`src/rtl/pwm_pkg.sv`:
```
`default_nettype none
// ============================================================================
//  Module      : pwm_pkg
//  Description : Shared constants and FSM state encoding for the PWM duty
//                meter and its duty-cycle divider.
//  Revision    : 1.0  initial release
// ============================================================================
package pwm_pkg;

    // Width of the duty-percent result (0..100 fits in 7 bits)
    localparam int DUTY_W    = 7;
    // Scale factor turning a high/period ratio into percent
    localparam int PCT_SCALE = 100;
    // One quotient bit resolved per divider iteration
    localparam int DIV_ITERS = 7;

    // Measurement FSM encoding
    localparam int              ST_W     = 2;
    localparam logic [ST_W-1:0] ST_IDLE  = 2'd0;
    localparam logic [ST_W-1:0] ST_ARM   = 2'd1;
    localparam logic [ST_W-1:0] ST_MEAS  = 2'd2;
    localparam logic [ST_W-1:0] ST_STUCK = 2'd3;

endpackage : pwm_pkg
`default_nettype wire

```
`src/rtl/pwm_duty_div.sv`:
```
`default_nettype none
// ============================================================================
//  Module      : pwm_duty_div
//  Description : Restoring divider computing floor(high*100/period). Resolves
//                one quotient bit per clock, MSB first, over DIV_ITERS cycles.
//                start_i is accepted only while idle; done_o pulses for one
//                cycle with duty_o valid. abort_i drops any division in flight.
//  Revision    : 1.0  initial release
// ============================================================================
module pwm_duty_div
    import pwm_pkg::*;
#(
    parameter int CNT_W = 32
) (
    input  logic              clk,
    input  logic              nrst,
    input  logic              abort_i,
    input  logic              start_i,
    input  logic [CNT_W-1:0]  high_i,
    input  logic [CNT_W-1:0]  period_i,
    output logic              busy_o,
    output logic              done_o,
    output logic [DUTY_W-1:0] duty_o
);

    localparam int REM_W = CNT_W + DUTY_W;
    localparam int IT_W  = $clog2(DIV_ITERS);

    logic [REM_W-1:0]  rem_q;
    logic [CNT_W-1:0]  div_q;
    logic [DUTY_W-1:0] quo_q;
    logic [IT_W-1:0]   iter_q;
    logic              busy_q;
    logic              done_q;

    logic [REM_W-1:0]  w_trial;
    logic              w_ge;

    // Trial subtrahend for the current quotient bit: period shifted by bit index
    always_comb begin
        w_trial = REM_W'(div_q) << iter_q;
        w_ge    = (rem_q >= w_trial);
    end

    // Load operands on start, then one restoring step per cycle down to bit 0
    always_ff @(posedge clk) begin
        if (!nrst) begin
            rem_q  <= '0;
            div_q  <= '0;
            quo_q  <= '0;
            iter_q <= '0;
            busy_q <= 1'b0;
            done_q <= 1'b0;
        end else if (abort_i) begin
            busy_q <= 1'b0;
            done_q <= 1'b0;
        end else begin
            done_q <= 1'b0;
            if (busy_q) begin
                if (w_ge) begin
                    rem_q         <= rem_q - w_trial;
                    quo_q[iter_q] <= 1'b1;
                end
                if (iter_q == '0) begin
                    busy_q <= 1'b0;
                    done_q <= 1'b1;
                end else begin
                    iter_q <= iter_q - IT_W'(1);
                end
            end else if (start_i) begin
                // high <= period, so high*100 < period*128 and the quotient fits 7 bits
                rem_q  <= REM_W'(high_i) * REM_W'(PCT_SCALE);
                div_q  <= period_i;
                quo_q  <= '0;
                iter_q <= IT_W'(DIV_ITERS - 1);
                busy_q <= 1'b1;
            end
        end
    end

    assign busy_o = busy_q;
    assign done_o = done_q;
    assign duty_o = quo_q;

endmodule : pwm_duty_div
`default_nettype wire

```
`src/rtl/pwm_duty_meter.sv`:
```
`default_nettype none
// ============================================================================
//  Module      : pwm_duty_meter
//  Description : Measures period, high time and integer duty percent of an
//                asynchronous PWM input, one result per completed period.
//                Flags a stuck output when no rising edge is seen for TIMEOUT
//                cycles and a sticky overrun when a period completes while the
//                divider is still busy with the previous one.
//  Revision    : 1.0  initial release
// ============================================================================
module pwm_duty_meter
    import pwm_pkg::*;
#(
    parameter int CNT_W       = 32,
    parameter int SYNC_STAGES = 2,
    parameter int TIMEOUT     = 1_000_000
) (
    input  logic              clk,
    input  logic              nrst,
    input  logic              pwm_in,
    input  logic              enable,
    output logic [CNT_W-1:0]  period_out,
    output logic [CNT_W-1:0]  high_out,
    output logic [DUTY_W-1:0] duty_percent,
    output logic              meas_valid,
    output logic              stuck,
    output logic              overrun
);

    localparam int TO_W = $clog2(TIMEOUT + 1);

    // Synchroniser and edge detect
    logic [SYNC_STAGES-1:0] sync_q;
    logic                   s_d_q;
    logic                   w_s;
    logic                   w_rise;

    // FSM
    logic [ST_W-1:0]        state_q;
    logic [ST_W-1:0]        state_d;

    // Counters
    logic [CNT_W-1:0]       period_cnt_q;
    logic [CNT_W-1:0]       high_cnt_q;
    logic [TO_W-1:0]        to_cnt_q;
    logic                   w_timeout;

    // Captured operands travelling alongside the divider
    logic [CNT_W-1:0]       cap_period_q;
    logic [CNT_W-1:0]       cap_high_q;

    // FSM decode
    logic                   w_capture;
    logic                   w_stuck_enter;
    logic                   w_stuck_exit;
    logic                   w_div_start;
    logic                   w_ovr_set;

    // Divider interface
    logic                   w_div_busy;
    logic                   w_div_done;
    logic [DUTY_W-1:0]      w_div_duty;

    // Output registers
    logic [CNT_W-1:0]       period_out_q;
    logic [CNT_W-1:0]       high_out_q;
    logic [DUTY_W-1:0]      duty_q;
    logic                   meas_valid_q;
    logic                   stuck_q;
    logic                   overrun_q;

    // Bring pwm_in into the clk domain and keep one delayed copy for edge detect
    always_ff @(posedge clk) begin
        if (!nrst) begin
            sync_q <= '0;
            s_d_q  <= 1'b0;
        end else begin
            sync_q <= {sync_q[SYNC_STAGES-2:0], pwm_in};
            s_d_q  <= sync_q[SYNC_STAGES-1];
        end
    end

    assign w_s       = sync_q[SYNC_STAGES-1];
    assign w_rise    = w_s & ~s_d_q;
    assign w_timeout = (to_cnt_q == TO_W'(TIMEOUT - 1));

    // Period/high counters: restart at 1 on each rise so the rise cycle belongs to the new period
    always_ff @(posedge clk) begin
        if (!nrst || !enable || (state_q == ST_IDLE)) begin
            period_cnt_q <= '0;
            high_cnt_q   <= '0;
        end else if (w_rise) begin
            period_cnt_q <= CNT_W'(1);
            high_cnt_q   <= CNT_W'(1);
        end else begin
            if (!(&period_cnt_q)) begin
                period_cnt_q <= period_cnt_q + CNT_W'(1);
            end
            if (w_s && !(&high_cnt_q)) begin
                high_cnt_q <= high_cnt_q + CNT_W'(1);
            end
        end
    end

    // Cycles since the last rise while waiting for edges (ARM/MEAS only)
    always_ff @(posedge clk) begin
        if (!nrst || !enable || w_rise ||
            (state_q == ST_IDLE) || (state_q == ST_STUCK)) begin
            to_cnt_q <= '0;
        end else begin
            to_cnt_q <= to_cnt_q + TO_W'(1);
        end
    end

    // FSM state register
    always_ff @(posedge clk) begin
        if (!nrst) begin
            state_q <= ST_IDLE;
        end else begin
            state_q <= state_d;
        end
    end

    // FSM next-state logic
    always_comb begin
        state_d = state_q;
        if (!enable) begin
            state_d = ST_IDLE;
        end else begin
            case (state_q)
                ST_IDLE:  state_d = ST_ARM;
                ST_ARM,
                ST_MEAS: begin
                    if (w_rise) begin
                        state_d = ST_MEAS;
                    end else if (w_timeout) begin
                        state_d = ST_STUCK;
                    end
                end
                ST_STUCK: begin
                    if (w_rise) begin
                        state_d = ST_MEAS;
                    end
                end
                default:  state_d = ST_IDLE;
            endcase
        end
    end

    // FSM output decode: which events this cycle's state and edge produce
    always_comb begin
        w_capture     = 1'b0;
        w_stuck_enter = 1'b0;
        w_stuck_exit  = 1'b0;
        if (enable) begin
            case (state_q)
                ST_ARM:   w_stuck_enter = !w_rise && w_timeout;
                ST_MEAS: begin
                    w_capture     = w_rise;
                    w_stuck_enter = !w_rise && w_timeout;
                end
                ST_STUCK: w_stuck_exit = w_rise;
                default: ;
            endcase
        end
    end

    assign w_div_start = w_capture && !w_div_busy;
    assign w_ovr_set   = w_capture &&  w_div_busy;

    // Hold the completed period's counts until the divider reports its quotient
    always_ff @(posedge clk) begin
        if (!nrst) begin
            cap_period_q <= '0;
            cap_high_q   <= '0;
        end else if (w_div_start) begin
            cap_period_q <= period_cnt_q;
            cap_high_q   <= high_cnt_q;
        end
    end

    pwm_duty_div #(
        .CNT_W    (CNT_W)
    ) u_div (
        .clk      (clk),
        .nrst     (nrst),
        .abort_i  (!enable),
        .start_i  (w_div_start),
        .high_i   (high_cnt_q),
        .period_i (period_cnt_q),
        .busy_o   (w_div_busy),
        .done_o   (w_div_done),
        .duty_o   (w_div_duty)
    );

    // Result, stuck and overrun registers; outputs hold across disable
    always_ff @(posedge clk) begin
        if (!nrst) begin
            period_out_q <= '0;
            high_out_q   <= '0;
            duty_q       <= '0;
            meas_valid_q <= 1'b0;
            stuck_q      <= 1'b0;
            overrun_q    <= 1'b0;
        end else begin
            meas_valid_q <= 1'b0;
            if (!enable) begin
                stuck_q   <= 1'b0;
                overrun_q <= 1'b0;
            end else begin
                if (w_ovr_set) begin
                    overrun_q <= 1'b1;
                end
                if (w_stuck_enter) begin
                    stuck_q      <= 1'b1;
                    period_out_q <= '0;
                    high_out_q   <= '0;
                    duty_q       <= w_s ? DUTY_W'(PCT_SCALE) : '0;
                    meas_valid_q <= 1'b1;
                end else if (w_div_done) begin
                    period_out_q <= cap_period_q;
                    high_out_q   <= cap_high_q;
                    duty_q       <= w_div_duty;
                    meas_valid_q <= 1'b1;
                end
                if (w_stuck_exit) begin
                    stuck_q <= 1'b0;
                end
            end
        end
    end

    assign period_out   = period_out_q;
    assign high_out     = high_out_q;
    assign duty_percent = duty_q;
    assign meas_valid   = meas_valid_q;
    assign stuck        = stuck_q;
    assign overrun      = overrun_q;

endmodule : pwm_duty_meter
`default_nettype wire

```
`config.mk`:
```
export PLATFORM = sky130hd
export DESIGN_NAME = pwm_duty_meter
export DESIGN_NICKNAME = d
export VERILOG_FILES = /design/src/rtl/pwm_pkg.sv /design/src/rtl/pwm_duty_div.sv /design/src/rtl/pwm_duty_meter.sv
export SDC_FILE = /design/constraint.sdc
export NUM_CORES = 1
export LEC_CHECK = 0
export BUFFER_PORTS_ARGS = -buffer_cell sky130_fd_sc_hd__buf_2
export CAP_MARGIN = 40
export CORE_MARGIN = 5
export CORE_UTILIZATION = 25
export DETAILED_ROUTE_END_ITERATION = 8
export MAX_ROUTING_LAYER = met4
export PLACE_DENSITY = 0.38
export SLEW_MARGIN = 30
export SYNTH_ARGS = -nofsm -noshare
export SYNTH_HDL_FRONTEND = slang
export SYNTH_SLANG_ARGS = --single-unit
export TNS_END_PERCENT = 100
```
`constraint.sdc`:
```
create_clock -name clk -period 3.8 [get_ports clk]
set_clock_uncertainty 0.05 [all_clocks]
set_input_delay 0.76 -clock clk [delete_from_list [all_inputs] [get_ports clk]]
set_output_delay 0.76 -clock clk [all_outputs]
set_load 0.005 [all_outputs]
```
==> flow_metrics.tcl, run 1 <==
set metrics [dict create \
    status "finished with violations" \
    violations "negative setup slack" \
    cp_cell_sequence "buf_12 > mux4_2 > mux2i_1 > ha_1 > buf_4 > a21oi_2 > o21ai_2 > o211ai_1 > a31oi_1 > buf_4 > a21oi_4 > o31a_1 > o41ai_4 > buf_4 > buf_12 > and2_4 > and3_4 > a2bb2o_1" \
    cp.arrival_ns 4.34 \
    area_growth_syn_to_layout_pct 33.9 \
    cp_max_fo 7 \
    grt_overflow 0 \
    yosysTopAreaCell "dfxtp_1" \
    combPwrFrac_pct 10.1 \
    dpl_cell_area_um2 21900 \
    syn-cell-area_um2 18300 \
    grt_pass1_vias 16900 \
    hold_viol 0 \
    power_mw 7.67 \
    pin_count 78 \
    worst_path_most_repeated_cell "buf_4" \
    synth_xor_xnor_area_share_pct 6.16 \
    initial_utilization_pct 25.2 \
    avgViaCountPerCell 4.60 \
    clockPowerShare_pct 47.2 \
    utilization_pct 33.7 \
    slew_headroom_pct 50.2 \
    power_density_nw_per_um2 312 \
    p_leak_nw 10.4 \
    yosys.area_share.adder_pct 13.2 \
    path_class "flop to flop" \
    switching_share_pct 25.0 \
    critPathTopFamily "compound AO/OA/AOI/OAI gates" \
    setup_viol 39 \
    synth_common_cells "nand2_1, dfxtp_1, a21oi_1, nor2_1, inv_1" \
    finalMaxSlewViolations 0 \
    worstHoldStart "pwm_in" \
    drt_iter0_markers 711 \
    rows 99 \
    yosysWarningCount 0 \
    clockBufferDepth 3 \
    syn_nets 2444 \
    num_antenna_cells 0 \
    finalInstanceArea_um2 24600 \
    net-switching-power_mw 1.92 \
    place_ws_ns -0.367 \
    port_buffers 77 \
    grt_use_total_pct 14.7 \
    whs_endpoint "sync_q[0]" \
    drc 0 \
    worst_pin_slew_ns 0.747 \
    worstHoldPathCells 2 \
    dieArea_um2 78900 \
    drt_wl_total_mm 57.0 \
    required_ns 4.20 \
    period_minus_slack_ns 3.94 \
    wl_met2_mm 26.3 \
    highest_layer "met4" \
    fin_ws_ns -0.144 \
    netlist_instances 2264 \
    synth_top_family_by_area "simple AND/OR/NAND/NOR gates" \
    wl_met3_mm 1.37 \
    die-width_um 281 \
    grt_max_degree 74 \
    drive_gt1_share_pct 25.2 \
    wl_met1_mm 28.2 \
    synth_compound_area_share_pct 16.9 \
    rsz0062_at_grt "yes" \
    crit_buf_inv 5 \
    ir_drop_uv 247 \
    ys_seq_area_share_pct 33.8 \
    synth_seq_cells 310 \
    dp_hpwl_mm 44.1 \
    synth-simple-area-share_pct 18.6 \
    power.share.sequential_pct 42.7 \
    r2r_cells 18 \
    synth.area.mux_share_pct 5.61 \
    syn_avg_cell_area_um2 8.10 \
    cap_violations 0 \
    yosys-top-cells-area "dfxtp_1, ha_1, nand2_1, a21oi_1, xnor2_1" \
    design.core.area_um2 72800 \
    fin_nets 2796 \
    grt_pass1_wl_mm 92.8 \
    crit_path_max_incr_delay_ns 0.54 \
    synthFlopType "dfxtp_1" \
    cts_buffers 38 \
    synth.most_common_cell "nand2_1" \
    ys_async_sr_fraction_pct 0 \
    dieHeight_um 281 \
    crit_path_end_kind "flop" \
    cts.sinks 310 \
    ctsHtreeMaxLevel 2 \
    r2r_setup_slack_ns -0.14 \
    crit_slowest_cell "mux4_2" \
    r2r-start "u_div.iter_q[0]" \
    gp_congestion 0.837 \
    ys_types 68 \
    fin_crit_sh_pct 104 \
    wire_per_inst_um 15.8 \
    timing.rr.end "u_div.duty_o[2]" \
    power.internal_mw 5.75 \
    vias 16600 \
    synth_edf_count 0 \
    synth_top_area_share_pct 33.8 \
    postRouteAntennaNets 0 \
    hold_path.class "primary input to flop" \
    drtPass1Iterations 4 \
    antenna_found_initial 1 \
    cts_root_buf "clkbuf_16" \
    clk_latency_ns 0.56 \
    cts_tree "built" \
    clk_pin_slew_ns 0.06 \
    fmax_mhz 254 \
    start_kind "flop" \
]
==> flip-flops by register name (all words and copies together) (netlist names), 7 cells and up <==
signal and cells:
cap_period_q 32, u_div.div_q 32, period_out 32, to_cnt_q 20, cap_high_q 32, high_cnt_q 32
u_div.duty_o 7, period_cnt_q 32, duty_percent 7, u_div.rem_q 39, high_out 32
==> layer usage <==
metal | vias to the layer above | global-route usage [%]
met2 | 148 | 24.0
met5 | - | -
met4 | 0 | 3.08
met3 | 70 | 1.69
li1 | 8467 | -
met1 | 7872 | 19.8
==> final cells by class <==
class                      count  area (um2)
clock inverter                14         175
inverter                     157         591
tap                          959        1200
fill                        7775       48300
sequential                   310        6240
timing repair buffer         427        3440
clock buffer                  49        1040
multi-input combinational   1682       11900
==> layout by cell type, fill, tap and decap left out, types with 8 or more instances in the layout <==
cell and count:
nand2_1 406, ha_4 22, clkbuf_16 42, a211oi_2 10
o21ai_1 11, buf_6 14, or3_1 15, and3_1 15
nand4_1 31, a21oi_2 22, nand2b_1 8, nand3_1 47
and2_1 9, buf_2 77, a21oi_1 272, ha_1 124
mux2i_1 35, a21o_1 42, xnor2_1 76, nor2_1 165
xor2_1 49, buf_8 9, inv_1 151, buf_4 305
o21a_1 8, o21ai_0 51, buf_12 17, o211ai_1 8
mux4_2 27, o21ai_2 18, a211oi_1 19, dfxtp_1 299
a31oi_1 17, fa_1 28, nor3_1 14, nor2b_1 11
==> worst max-delay path by stage <==
stage	start	endpoint	slack [ns]	cells after the start
2_1_floorplan	high_cnt_q[6]	u_div.rem_q[31]	0.004	16
3_3_place_gp	u_div.iter_q[1]	u_div.duty_o[2]	-0.33	16
3_5_place_dp	u_div.iter_q[1]	u_div.rem_q[29]	-0.37	16
4_1_cts	high_cnt_q[7]	u_div.rem_q[28]	-0.20	18
5_1_grt	u_div.iter_q[0]	u_div.rem_q[14]	-0.31	19
6_report	u_div.iter_q[0]	u_div.duty_o[2]	-0.14	18
==> power groups by stage <==
stage               logic [mW]  registers (mW)  clock network [mW]
finish                   0.778            3.28                3.62
global route             0.850            3.27                3.90
CTS                      0.749            3.28                3.78
detailed placement       0.703            3.35                   0
global placement         0.706            3.35                   0
floorplan                0.431            3.34                   0
==> repair_timing <==
action | 4_1_cts | 5_1_grt
buffers inserted | 27 | 18
resized for setup | 128 | 87
cloned | 3 | 3
endpoints found under the setup margin | 46 | 46
hold buffers | 0 | 0
pin swaps | 63 | 42
==> cells by family (layout without fill, tap and decap cells) <==
logic type | count (synthesis) | after routing
adder cells (fa/ha/maj) | 176 | 176
XOR/XNOR | 129 | 129
AND/OR/NAND/NOR | 777 | 777
flip-flops | 310 | 310
AO/OA/AOI/OAI | 531 | 531
multiplexers | 69 | 69
buffers and inverters | 272 | 647
==> per-stage QoR <==
step           cells  TNS [ns]  hold slack (ns)
6_report        3598     -2.68            0.380
5_1_grt         3598    -10.95            0.372
4_1_cts         3581     -5.08            0.343
3_5_place_dp    3488    -12.97            0.380
3_3_place_gp    3488    -10.40            0.367
2_1_floorplan   2264         0            0.362
Note: power is estimated with default switching activity, not from simulation.
==> run 2: changes to the inputs <==
--- a/config.mk
+++ b/config.mk
@@ -11,7 +11,7 @@
 export CORE_UTILIZATION = 25
 export DETAILED_ROUTE_END_ITERATION = 8
 export MAX_ROUTING_LAYER = met4
-export PLACE_DENSITY = 0.38
+export PLACE_DENSITY = 0.51
 export SLEW_MARGIN = 30
 export SYNTH_ARGS = -nofsm -noshare
 export SYNTH_HDL_FRONTEND = slang
==> constraint.sdc (replaced) <==
create_clock -name clk -period 4.3 [get_ports clk]
set_clock_uncertainty 0.05 [all_clocks]
set_input_delay 0.86 -clock clk [delete_from_list [all_inputs] [get_ports clk]]
set_output_delay 0.86 -clock clk [all_outputs]
set_load 0.005 [all_outputs]
==> run 2 against run 1 <==
Compared with the run above:
- global-route usage shrank 2.1 points
- non-clock buffer count shrank 249
- wire length shrank 13%
- flip-flop and latch count is the same
- highest routed layer unchanged
- the run now ends clean
- maximum frequency shrank 4.9%
- worst setup slack gained 0.30 ns
- die area is the same
==> flow_metrics.tcl, run 2 (synthesis results as in run 1) <==
set metrics [dict create \
    wl_met2_mm 23.0 \
    grt_use_total_pct 12.7 \
    antenna_found_initial 0 \
    power_mw 6.67 \
    place_ws_ns 0.0283 \
    cp.arrival_ns 4.52 \
    clk_latency_ns 0.54 \
    r2r_setup_slack_ns 0.15 \
    grt_overflow 0 \
    crit_end "u_div.rem_q[28]" \
    initial_utilization_pct 25.2 \
    fin_nets 2545 \
    gp_congestion 0.874 \
    r2r_cells 18 \
    postCtsHoldBufs 0 \
    cts.sinks 310 \
    start_kind "flop" \
    die-width_um 281 \
    grt_max_degree 72 \
    status "finished, final reports clean" \
    fin_ws_ns 0.152 \
    largest_reg_flops 39 \
    port_buffers 77 \
    drtPass1Iterations 5 \
    drc 0 \
    crit_slowest_cell "fa_1" \
    setup_viol 0 \
    cp_max_fo 5 \
    final_common_cell "nand2_1" \
    timing.setup.tns_ns 0 \
    design.core.area_um2 72800 \
    drive_gt1_share_pct 12.7 \
    postRouteAntennaNets 0 \
    period_minus_slack_ns 4.15 \
    area_growth_syn_to_layout_pct 18.1 \
    fin_crit_sh_pct 96.5 \
    cts_root_buf "clkbuf_16" \
    worst_pin_slew_ns 0.784 \
    final_cell_mix "nand2_1, dfxtp_1, a21oi_1" \
    pin_count 78 \
    cap_violations 0 \
    finalMaxSlewViolations 0 \
    r2r-start "high_cnt_q[6]" \
    clockBufferDepth 3 \
    dieArea_um2 78900 \
    slew_headroom_pct 47.7 \
    crit_path_end_kind "flop" \
    cts_buffers 36 \
    utilization_pct 29.7 \
    worstHoldStart "sync_q[0]" \
    grt_pass1_vias 15200 \
    power_density_nw_per_um2 308 \
    worstHoldPathCells 1 \
    crit_buf_inv 4 \
    num_antenna_cells 0 \
    fmax_mhz 241 \
    path_class "flop to flop" \
    ctsHtreeMaxLevel 2 \
    vias 15500 \
    largest-register "u_div.rem_q" \
    grt_pass1_wl_mm 81.0 \
    worstSetupPathDepth 18 \
    drt_iter0_markers 739 \
    cp_cell_sequence "ha_1 > ha_1 > inv_1 > fa_1 > inv_2 > ha_4 > buf_6 > o21a_1 > o211ai_1 > or3b_4 > o41ai_4 > buf_4 > nand4_1 > nand2_2 > a21boi_1 > xor2_1 > o211ai_1 > o211a_1" \
    required_ns 4.67 \
    dieHeight_um 281 \
    hold_path.class "flop to flop" \
    cts_tree "built" \
    wl_met1_mm 23.5 \
    startpoint "high_cnt_q[6]" \
    highest_layer "met4" \
    wire_per_inst_um 14.7 \
    ir_drop_uv 232 \
    avgViaCountPerCell 4.62 \
    timing.rr.end "u_div.rem_q[28]" \
    drt_wl_total_mm 49.3 \
    wl_met3_mm 1.61 \
    rows 99 \
    p_leak_nw 9.09 \
    num-fill-cells 7958 \
    dp_hpwl_mm 37.4 \
    clk_pin_slew_ns 0.06 \
    critPathTopFamily "adder cells" \
    hold_viol 0 \
    crit_path_max_incr_delay_ns 0.51 \
]
==> run 2: metrics by stage <==
stage,cells,hold WS (ns),instance area (um2)
detailed placement,3275,0.368,20200
finish,3351,0.389,21700
CTS,3340,0.391,21500
global placement,3274,0.364,20200
floorplan,2264,0.362,18300
global route,3351,0.406,21700
==> run 2: worst min-delay path by stage <==
| stage | end |
|---|---|
| floorplan | sync_q[1] |
| CTS | sync_q[1] |
| detailed placement | sync_q[1] |
| finish | sync_q[1] |
| global placement | sync_q[1] |
| global route | sync_q[1] |
==> run 2: metal layers <==
layer	vias up	GRT usage, %
met5	-	-
met4	0	3.41
met3	63	1.93
met2	200	20.4
met1	7242	16.6
li1	7965	-
==> run 2: worst register-to-register path, delay by kind of cell, from the launching register on <==
kind                     cells  cell delay (ns)
flip-flops                   1             0.35
buffers and inverters        4             0.40
AO/OA/AOI/OAI                6             0.97
AND/OR/NAND/NOR              3             0.67
adder cells (fa/ha/maj)      4             1.34
XOR/XNOR                     1             0.25
==> run 2: where the power goes <==
part           switching [mW]  total, mW  leakage (nW)  internal, mW
registers              0.0114       2.89          2.50          2.88
clock network            1.28       3.22         0.604          1.95
logic                   0.330      0.554          5.98         0.224
==> run 2: area by class of cell <==
| type | instances | area (um2) | area share, % |
|---|---|---|---|
| clock inverter | 17 | 234 | 1.08 |
| sequential | 310 | 6220 | 28.7 |
| inverter | 157 | 591 | 2.73 |
| tap | 959 | 1200 | 5.54 |
| multi-input combinational | 1682 | 11200 | 51.7 |
| timing repair buffer | 178 | 1230 | 5.66 |
| clock buffer | 48 | 997 | 4.60 |
==> run 2: repair_timing <==
item,in CTS,in global routing
cloned,0,0
buffers inserted,0,11
pin swaps,0,9
resized for setup,1,25
setup endpoints to repair,1,30
